`src/rtl/motor_cmd_ctrl_pkg.sv`:
```
// Shared types and helpers for the motor command sequencer.
package motor_pkg;

  typedef enum logic [1:0] {
    STOP  = 2'b00,
    FWD   = 2'b01,
    REV   = 2'b10,
    BRAKE = 2'b11
  } motor_cmd_t;

  typedef enum logic [1:0] {
    IDLE = 2'b00,
    RUN  = 2'b01,
    DEAD = 2'b10
  } ctrl_state_t;

  localparam logic [1:0] FRAME_HDR = 2'b10;

  // Only a direct forward<->reverse swap needs a dead-time stop.
  function automatic logic is_reversal(input motor_cmd_t cur, input motor_cmd_t nxt);
    return ((cur == FWD) && (nxt == REV)) || ((cur == REV) && (nxt == FWD));
  endfunction

endpackage

```
`src/rtl/motor_cmd_ctrl_if.sv`:
```
// Byte-receive and motor-command bundle between UART, sequencer and motor drivers.
interface motor_cmd_ctrl_if;
  import motor_pkg::*;

  logic [7:0] rx_data;
  logic       rx_valid;
  motor_cmd_t lcmd;
  motor_cmd_t rcmd;
  logic       busy;
  logic       bad_frame;
  logic       timeout;

  modport master (
    output rx_data, rx_valid,
    input  lcmd, rcmd, busy, bad_frame, timeout
  );

  modport slave (
    input  rx_data, rx_valid,
    output lcmd, rcmd, busy, bad_frame, timeout
  );

endinterface

```
`src/rtl/motor_cmd_ctrl_frame_check.sv`:
```
// Combinational frame validation and command decode for one received byte.
module cmd_frame_check
  import motor_pkg::*;
(
  input  logic [7:0] rx_data_i,
  output logic       frame_ok_o,
  output motor_cmd_t lcmd_o,
  output motor_cmd_t rcmd_o
);

  // Even parity over the whole byte means the XOR of all bits is zero.
  assign frame_ok_o = (rx_data_i[7:6] == FRAME_HDR) && !rx_data_i[1] && !(^rx_data_i);
  assign lcmd_o     = motor_cmd_t'(rx_data_i[5:4]);
  assign rcmd_o     = motor_cmd_t'(rx_data_i[3:2]);

endmodule

```
`src/rtl/motor_cmd_ctrl.sv`:
```
// Motor command sequencer: frame check, dead-time on reversal, optional watchdog.
// Define MOTOR_CTRL_WDT_EN to build the watchdog forced-stop logic.
module motor_cmd_ctrl
  import motor_pkg::*;
#(
  parameter int DEAD_CYCLES = 16,
  parameter int WDT_CYCLES  = 1000000
) (
  input  logic             clk,
  input  logic             reset,
  motor_cmd_ctrl_if.slave  bus
);

  localparam int DW = $clog2(DEAD_CYCLES + 1);
  localparam logic [DW-1:0] DEAD_LOAD = DW'(DEAD_CYCLES - 1);

  ctrl_state_t   state_q;
  motor_cmd_t    lcmd_q, rcmd_q;
  motor_cmd_t    pend_l_q, pend_r_q;
  logic [DW-1:0] dead_q;
  logic          busy_q, bad_q, tmo_q;

  logic          frame_ok;
  motor_cmd_t    f_l, f_r;
  logic          good, bad, rev, wdt_fire;

  cmd_frame_check u_chk (
    .rx_data_i  (bus.rx_data),
    .frame_ok_o (frame_ok),
    .lcmd_o     (f_l),
    .rcmd_o     (f_r)
  );

  assign good = bus.rx_valid && frame_ok;
  assign bad  = bus.rx_valid && !frame_ok;
  assign rev  = is_reversal(lcmd_q, f_l) || is_reversal(rcmd_q, f_r);

`ifdef MOTOR_CTRL_WDT_EN
  localparam int WW = $clog2(WDT_CYCLES + 1);
  localparam logic [WW-1:0] WDT_LAST = WW'(WDT_CYCLES - 1);
  localparam logic [WW-1:0] WDT_MAX  = WW'(WDT_CYCLES);

  logic [WW-1:0] wdt_q, wdt_d;

  function automatic logic [WW-1:0] wdt_inc(input logic [WW-1:0] v);
    return (v == WDT_MAX) ? v : v + 1'b1;
  endfunction

  // A good frame on the expiry cycle suppresses the fire.
  assign wdt_fire = (state_q != IDLE) && !good && (wdt_q == WDT_LAST);

  always_comb begin
    wdt_d = wdt_q;
    if (good || (state_q == IDLE) || wdt_fire) wdt_d = '0;
    else                                      wdt_d = wdt_inc(wdt_q);
  end

  always_ff @(posedge clk) begin
    if (reset) wdt_q <= '0;
    else       wdt_q <= wdt_d;
  end
`else
  // Without the watchdog the forced stop can never happen.
  assign wdt_fire = 1'b0 && (WDT_CYCLES >= 2);
`endif

  always_ff @(posedge clk) begin
    if (reset) begin
      state_q  <= IDLE;
      lcmd_q   <= STOP;
      rcmd_q   <= STOP;
      pend_l_q <= STOP;
      pend_r_q <= STOP;
      dead_q   <= '0;
      busy_q   <= 1'b0;
      bad_q    <= 1'b0;
      tmo_q    <= 1'b0;
    end else begin
      bad_q <= bad;
      tmo_q <= wdt_fire;
      if (wdt_fire) begin
        state_q  <= IDLE;
        lcmd_q   <= STOP;
        rcmd_q   <= STOP;
        pend_l_q <= STOP;
        pend_r_q <= STOP;
        dead_q   <= '0;
        busy_q   <= 1'b0;
      end else begin
        case (state_q)
          IDLE, RUN: begin
            if (good) begin
              if (rev) begin
                state_q  <= DEAD;
                lcmd_q   <= STOP;
                rcmd_q   <= STOP;
                pend_l_q <= f_l;
                pend_r_q <= f_r;
                dead_q   <= DEAD_LOAD;
                busy_q   <= 1'b1;
              end else begin
                state_q <= RUN;
                lcmd_q  <= f_l;
                rcmd_q  <= f_r;
              end
            end
          end
          DEAD: begin
            // A frame arriving on the last dead cycle is the one applied.
            if (dead_q == '0) begin
              state_q <= RUN;
              busy_q  <= 1'b0;
              lcmd_q  <= good ? f_l : pend_l_q;
              rcmd_q  <= good ? f_r : pend_r_q;
            end else begin
              dead_q <= dead_q - 1'b1;
            end
            if (good) begin
              pend_l_q <= f_l;
              pend_r_q <= f_r;
            end
          end
          default: begin
            state_q <= IDLE;
            lcmd_q  <= STOP;
            rcmd_q  <= STOP;
            busy_q  <= 1'b0;
          end
        endcase
      end
    end
  end

  assign bus.lcmd      = lcmd_q;
  assign bus.rcmd      = rcmd_q;
  assign bus.busy      = busy_q;
  assign bus.bad_frame = bad_q;
  assign bus.timeout   = tmo_q;

endmodule

```
`src/flat_wrapper.sv`:
```
// flat-port wrapper written by rule: the top's interface ports become plain ports
module motor_cmd_ctrl_flat import motor_pkg::*;
#(
  parameter int DEAD_CYCLES = 16,
  parameter int WDT_CYCLES  = 1000000
)
  (clk, reset, bus_rx_data, bus_rx_valid, bus_lcmd, bus_rcmd, bus_busy, bus_bad_frame, bus_timeout);
  motor_cmd_ctrl_if bus_i ();
  input  logic clk;
  input  logic reset;
  input wire logic [$bits(bus_i.rx_data)-1:0] bus_rx_data;
  input wire logic [$bits(bus_i.rx_valid)-1:0] bus_rx_valid;
  output wire logic [$bits(bus_i.lcmd)-1:0] bus_lcmd;
  output wire logic [$bits(bus_i.rcmd)-1:0] bus_rcmd;
  output wire logic [$bits(bus_i.busy)-1:0] bus_busy;
  output wire logic [$bits(bus_i.bad_frame)-1:0] bus_bad_frame;
  output wire logic [$bits(bus_i.timeout)-1:0] bus_timeout;
  assign bus_i.rx_data = bus_rx_data;
  assign bus_i.rx_valid = bus_rx_valid;
  assign bus_lcmd = bus_i.lcmd;
  assign bus_rcmd = bus_i.rcmd;
  assign bus_busy = bus_i.busy;
  assign bus_bad_frame = bus_i.bad_frame;
  assign bus_timeout = bus_i.timeout;
  motor_cmd_ctrl #(.DEAD_CYCLES(DEAD_CYCLES), .WDT_CYCLES(WDT_CYCLES)) u_core (.clk(clk), .reset(reset), .bus(bus_i));
endmodule
```
`config.mk`:
```
export PLATFORM = sky130hd
export DESIGN_NAME = motor_cmd_ctrl_flat
export DESIGN_NICKNAME = d
export VERILOG_FILES = /design/src/rtl/motor_cmd_ctrl_pkg.sv /design/src/rtl/motor_cmd_ctrl_if.sv /design/src/rtl/motor_cmd_ctrl_frame_check.sv /design/src/rtl/motor_cmd_ctrl.sv /design/src/flat_wrapper.sv
export SDC_FILE = /design/constraint.sdc
export NUM_CORES = 1
export LEC_CHECK = 0
export BUFFER_PORTS_ARGS = -buffer_cell sky130_fd_sc_hd__buf_4
export CELL_PAD_IN_SITES_DETAIL_PLACEMENT = 1
export CELL_PAD_IN_SITES_GLOBAL_PLACEMENT = 1
export CORE_ASPECT_RATIO = 1.75
export CORE_MARGIN = 3
export CORE_UTILIZATION = 26
export CTS_CLUSTER_DIAMETER = 50
export DETAILED_ROUTE_END_ITERATION = 6
export PLACE_DENSITY = 0.53
export SKIP_LAST_GASP = 1
export SYNTH_ARGS = -nofsm -noshare
export SYNTH_HDL_FRONTEND = slang
export SYNTH_SLANG_ARGS = --single-unit
```
`constraint.sdc`:
```
create_clock -name clk -period 6.6 [get_ports clk]
set_clock_uncertainty 0.05 [all_clocks]
set_input_delay 1.32 -clock clk [delete_from_list [all_inputs] [get_ports clk]]
set_output_delay 1.32 -clock clk [all_outputs]
set_load 0.01 [all_outputs]
```
After elaboration in Yosys (flattened, before gate mapping)

Cells that the tools add are included.

Bits in registers: 17
Bits of input ports: 11
Output and inout bits: 7
Word-level logic and storage cells: 75

$add $sub $neg: 1
Eq/ne operators: 15
Mux-type cells: 28
Reduce and logical (&&, ||, !) cells: 23

Operators with widths:

| kind                  | count |
|---|---|
| $mux W2               | 15 |
| $pmux W2 S2           | 5 |
| $mux W5               | 3 |
| $eq A2 B2 Y1 const B  | 6 |
| $eq A2 B1 Y1 const B  | 5 |
| $pmux W5 S2           | 1 |
| $logic_and A1 B1 Y1   | 8 |
| $reduce_xor A8 Y1     | 1 |
| $ne A2 B1 Y1 const B  | 3 |
| $reduce_and A3 Y1     | 2 |
| $logic_not A5 Y1      | 1 |
| $sub A5 B1 Y5 const B | 1 |
| $reduce_and A4 Y1     | 1 |
| $logic_not A1 Y1      | 3 |
| $logic_or A1 B1 Y1    | 3 |
| $mux W1               | 3 |
| $logic_not A2 Y1      | 1 |
| $ne A2 B2 Y1 const B  | 1 |
| $pmux W1 S2           | 1 |
| $reduce_and A2 Y1     | 1 |
| $reduce_bool A2 Y1    | 1 |
| $reduce_or A2 Y1      | 1 |

Depth between registers and ports, before layout

Depth after elaboration: 7
Gate-level depth with buffers: 9
Gate-level depth less buffers: 7

Modules after synthesis

Synthesis repeated with hierarchy kept, for this count alone.

Cells, all modules: 128
Area, all modules: 1,138.6 um^2

Modules (own cells, without submodules):

| module          | times used | cells each | area an instance (um^2) | seq. area each (um^2) |
|---|---|---|---|---|
| motor_cmd_ctrl  | 1          | 117        | 1,031.0                 | 340.3 |
| cmd_frame_check | 1          | 11         | 107.6                   | 0.0 |

Least setup slack after synthesis

No wires, ideal clock.

Path kind: input to register
Start: input port bus_rx_data[6]
End: register u_core.busy_q, in the netlist u_core.bus.busy
Setup time: 0.086 ns
Arrival: 3.071 ns
Required time: 6.464 ns
Path slack: 3.393 ns
Stages on the path: 9
Buffers on the path: 2
Path through: inv_1 ha_1 xnor2_2 xnor2_1 or2_1 buf_2 or3_1 buf_6 a221oi_2

Longest elaborated chain between the ends: 6
Elaborated cells on any way between the ends: 8
Classes of those cells: 2 x eq/ne; 6 x reduce/logical

RTL lines:

| what                                                    | RTL line                         | RTL |
|---|---|---|
| from (decl)                                             | flat_wrapper.sv:11               | `input wire logic [$bits(bus_i.rx_data)-1:0] bus_rx_data;` |
| $reduce_xor A8 Y1 or $eq A2 B2 Y1 (tied branches)       | motor_cmd_ctrl_frame_check.sv:12 | `assign frame_ok_o = (rx_data_i[7:6] == FRAME_HDR) && !rx_data_i[1] && !(^rx_data_i);` |
| $logic_not A1 Y1 or $logic_and A1 B1 Y1 (tied branches) | motor_cmd_ctrl_frame_check.sv:12 |  |
| $logic_and A1 B1 Y1 *                                   | motor_cmd_ctrl_frame_check.sv:12 |  |
| $logic_and A1 B1 Y1 *                                   | motor_cmd_ctrl.sv:34             | `assign good = bus.rx_valid && frame_ok;` |
| $ne A2 B1 Y1 (no line) *                                | n/a                              |  |
| $reduce_and A3 Y1 (no line) *                           | n/a                              |  |
| to (signal assigned)                                    | motor_cmd_ctrl.sv:75             | `busy_q <= 1'b0;` |
| to (signal assigned)                                    | motor_cmd_ctrl.sv:88             | `busy_q <= 1'b0;` |
| to (signal assigned)                                    | motor_cmd_ctrl.sv:100            | `busy_q <= 1'b1;` |
| to (decl)                                               | motor_cmd_ctrl.sv:21             | `logic busy_q, bad_q, tmo_q;` |

Mark *: on every way between the ends. The rest lies on a longest branch, timed or not.
A chain may end at the register's enable or synchronous reset.

Final worst setup path

Same ends and word-level chain as after synthesis.

==> flow_metrics.env <==
export IMPL_arrival_ns=3.37
export IMPL_synth_warnings=0
export IMPL_p_int_mw=0.160
export IMPL_period_needed_ns=3.24
export IMPL_grt_pass1_wl_mm=4.93
export IMPL_ys_ff_latch=17
export IMPL_seqPwrFrac=0.471
export IMPL_slew_violations=0
export IMPL_antenna_found_initial=0
export IMPL_path_delay_family="simple AND/OR/NAND/NOR gates"
export IMPL_syn_area_um2=1040
export IMPL_grt_use_total=0.142
export IMPL_peakVddDrop_mv=0.111
export IMPL_drt_iter0_drc=17
export IMPL_post_dp_cell_area_um2=1170
export IMPL_clockPowerShare=0.387
export IMPL_p_switching_mw=0.0622
export IMPL_root_buffer="clkbuf_8"
export IMPL_drive_gt1_frac=0.195
export IMPL_drt_vias_per_instance=5.34
export IMPL_max_cap_viol_count=0
export IMPL_wl_mm=2.96
export IMPL_synth_nets=137
export IMPL_ant_nets=0
export IMPL_grt_max_degree=14
export IMPL_period_share=0.491
export IMPL_combPwrFrac=0.142
export IMPL_place_inst=175
export IMPL_switching_share=0.281
export IMPL_setup_ws_ns=3.36
export IMPL_finalSetupViolCount=0
export IMPL_htree_levels=1
export IMPL_clk_pin_slew_ns=0.08
export IMPL_io_pins=18
export IMPL_clkLatencyLatePin_ns=0.26
export IMPL_synth_distinct_cells=37
export IMPL_fillers=444
export IMPL_cts_tree="done"
export IMPL_use_met3=0.0267
export IMPL_synthToLayoutAreaGrowth_pct=18.0
export IMPL_max_freq_mhz=308
export IMPL_crit_fanout=8
export IMPL_stdcell_area_um2=1220
export IMPL_crit_chain="buf_4 > inv_1 > ha_1 > xnor2_2 > xnor2_1 > or2_1 > or3_1 > a221oi_2"
export IMPL_port_buffer_count=16
export IMPL_power_density_nw_per_um2=181
export IMPL_cpPeakStageDelay_ns=0.48
export IMPL_clock_sinks=17
export IMPL_drc=0
export IMPL_core_area_um2=3740
export IMPL_routed_via_count=956
export IMPL_grtUsageMet1=0.146
export IMPL_gp_congestion=0.732
export IMPL_grt_pass1_vias=1019
export IMPL_place_ws_ns=3.04
export IMPL_rows=29
export IMPL_avgSynthCellArea_um2=8.63
export IMPL_rsz0062_at_grt="no"
export IMPL_hold_buffers=0
export IMPL_relSlewSlack=0.381
export IMPL_cts_resized=0
export IMPL_routedWlPerCell_um=16.5
export IMPL_die_area_um2=4810
export IMPL_ys_seq_area_frac=0.329
export IMPL_initial_utilization=0.277
export IMPL_grt_busiest_layer="met2"
export IMPL_num_antenna_cells=0
export IMPL_final_cells=179
export IMPL_cts_buffers=3
export IMPL_status="finished clean"
export IMPL_crit_buf_inv=2
export IMPL_p_leak_nw=0.455
export IMPL_first_pass_iters=4
export IMPL_path_class="in -> reg"
export IMPL_die_h_um=89.5
export IMPL_cp_required_ns=6.73
export IMPL_worst_pin_slew_ns=0.919
export IMPL_grtUsageMet2=0.249
export IMPL_clock_path_buffers=2
export IMPL_finalHoldViolCount=0
export IMPL_hold_path_class="reg -> reg"
export IMPL_overflow=0
export IMPL_cp_end_kind="flip-flop"
export IMPL_die_width_um=53.7
export IMPL_fin_setup_tns_ns=0
export IMPL_nNetsFinal=151
export IMPL_syn_instance_count=120
export IMPL_worst_setup_path_start_kind="input pin"
export IMPL_hpwl_mm=2.31
export IMPL_slowest_stage="or3_1"
export IMPL_post_cts_buffers=0
path summary, 6_finish.rpt:
path / cells after the start / slack [ns] / end / startpoint
min: 2 / 0.42 / u_core.pend_r_q[1] / u_core.pend_r_q[1]
max reg2reg: 5 / 3.95 / u_core.bus.rcmd[1] / u_core.state_q[1]
min reg2reg: 2 / 0.42 / u_core.pend_r_q[1] / u_core.pend_r_q[1]
max: 8 / 3.36 / u_core.bus.busy / bus_rx_data[6]
flip-flops by register name, indices dropped and copies added, names as in the netlist:
signal                cells
u_core.bus.bad_frame      1
u_core.bus.busy           1
u_core.bus.lcmd           2
u_core.bus.rcmd           2
u_core.dead_q             5
u_core.pend_l_q           2
u_core.pend_r_q           2
u_core.state_q            2
cell type report:
class	count	area (um2)	share of cell area
clock inverters	1	7.51	0.00614
inverters	12	45.0	0.0368
well taps	46	57.6	0.0471
clock buffers	3	41.3	0.0338
multi-input cells	84	611	0.499
flip-flops and latches	17	340	0.278
repair buffers	16	120	0.0983
cells by family (layout without fill, tap and decap cells):
group / Yosys count / after routing / share of synthesized area
buffers and inverters: 19 / 32 / 0.0821
and+or+nand+nor: 39 / 39 / 0.185
xor gates and xnor gates: 5 / 5 / 0.0568
other: 1 / 1 / 0.00362
DFF: 17 / 17 / 0.329
AOI/OAI and AO/OA: 29 / 29 / 0.233
adders and majority gates: 6 / 6 / 0.0725
muxes: 4 / 4 / 0.0386
synth_stat cells, drive strengths merged:
library cell	number	area, um2
xor2	1	8.76
nand3	5	25.0
mux2i	4	40.0
a31oi	5	31.3
inv	12	45.0
nor2	4	15.0
nor2b	1	6.26
conb	1	3.75
or3	2	12.5
a32oi	4	35.0
o21ai	3	15.0
and4	1	8.76
xnor2	4	50.1
a311oi	1	15.0
o41a	1	11.3
a22oi	1	7.51
o41ai	2	25.0
clkbuf	3	11.3
a21oi	4	20.0
ha	6	75.1
and3	1	6.26
or4	1	7.51
nand2	15	56.3
o2111ai	1	8.76
buf	4	28.8
a221oi	5	50.0
or2	1	6.26
dfxtp	17	340
a211oi	1	12.5
nor3	5	25.0
o311a	1	10.0
nand3b	3	22.5
through the flow:
stage | util | power, mW | hold WS (ns)
finish | 0.327 | 0.222 | 0.418
global route | 0.327 | 0.231 | 0.456
CTS | 0.327 | 0.223 | 0.420
detailed placement | 0.314 | 0.139 | 0.404
global placement | 0.314 | 0.138 | 0.401
floorplan | - | 0.127 | 0.385
tightest hold or removal path, cell delays in order, from the launching register on:
cell and delay, ns:
dfxtp_1 0.31, nand2_1 0.06, mux2i_1 0.05
routing by layer:
metal,routed length (um),share of wire,vias up
met5,0,0,-
met4,146,0.049,0
met3,98,0.033,13
met2,1600,0.54,24
met1,1110,0.38,459
li1,-,-,460
power by group through the flow:
stage	Clock, mW	Sequential, mW	Combinational (mW)
4_1_cts	0.0866	0.105	0.0321
5_1_grt	0.0909	0.105	0.0352
3_3_place_gp	0	0.107	0.0312
6_report	0.0858	0.105	0.0314
3_5_place_dp	0	0.107	0.0320
2_1_floorplan	0	0.107	0.0196
cells in the final DEF, fill, tap and decap left out:
master,count
a211oi_2,1
a21oi_1,4
a221oi_1,4
a221oi_2,1
a22oi_1,1
a311oi_2,1
a31oi_1,5
a32oi_1,4
and3_1,1
and4_1,1
buf_4,16
clkbuf_8,3
clkinvlp_4,1
conb_1,1
dfxtp_1,17
ha_1,6
inv_1,12
mux2i_1,4
nand2_1,15
nand3_1,5
nand3b_1,3
nor2_1,4
nor2b_1,1
nor3_1,5
o2111ai_1,1
o21ai_0,3
o311a_1,1
o41a_1,1
o41ai_1,1
o41ai_2,1
or2_1,1
or3_1,2
or4_1,1
xnor2_1,2
xnor2_2,2
xor2_1,1
(Power assumes the default switching activity.)
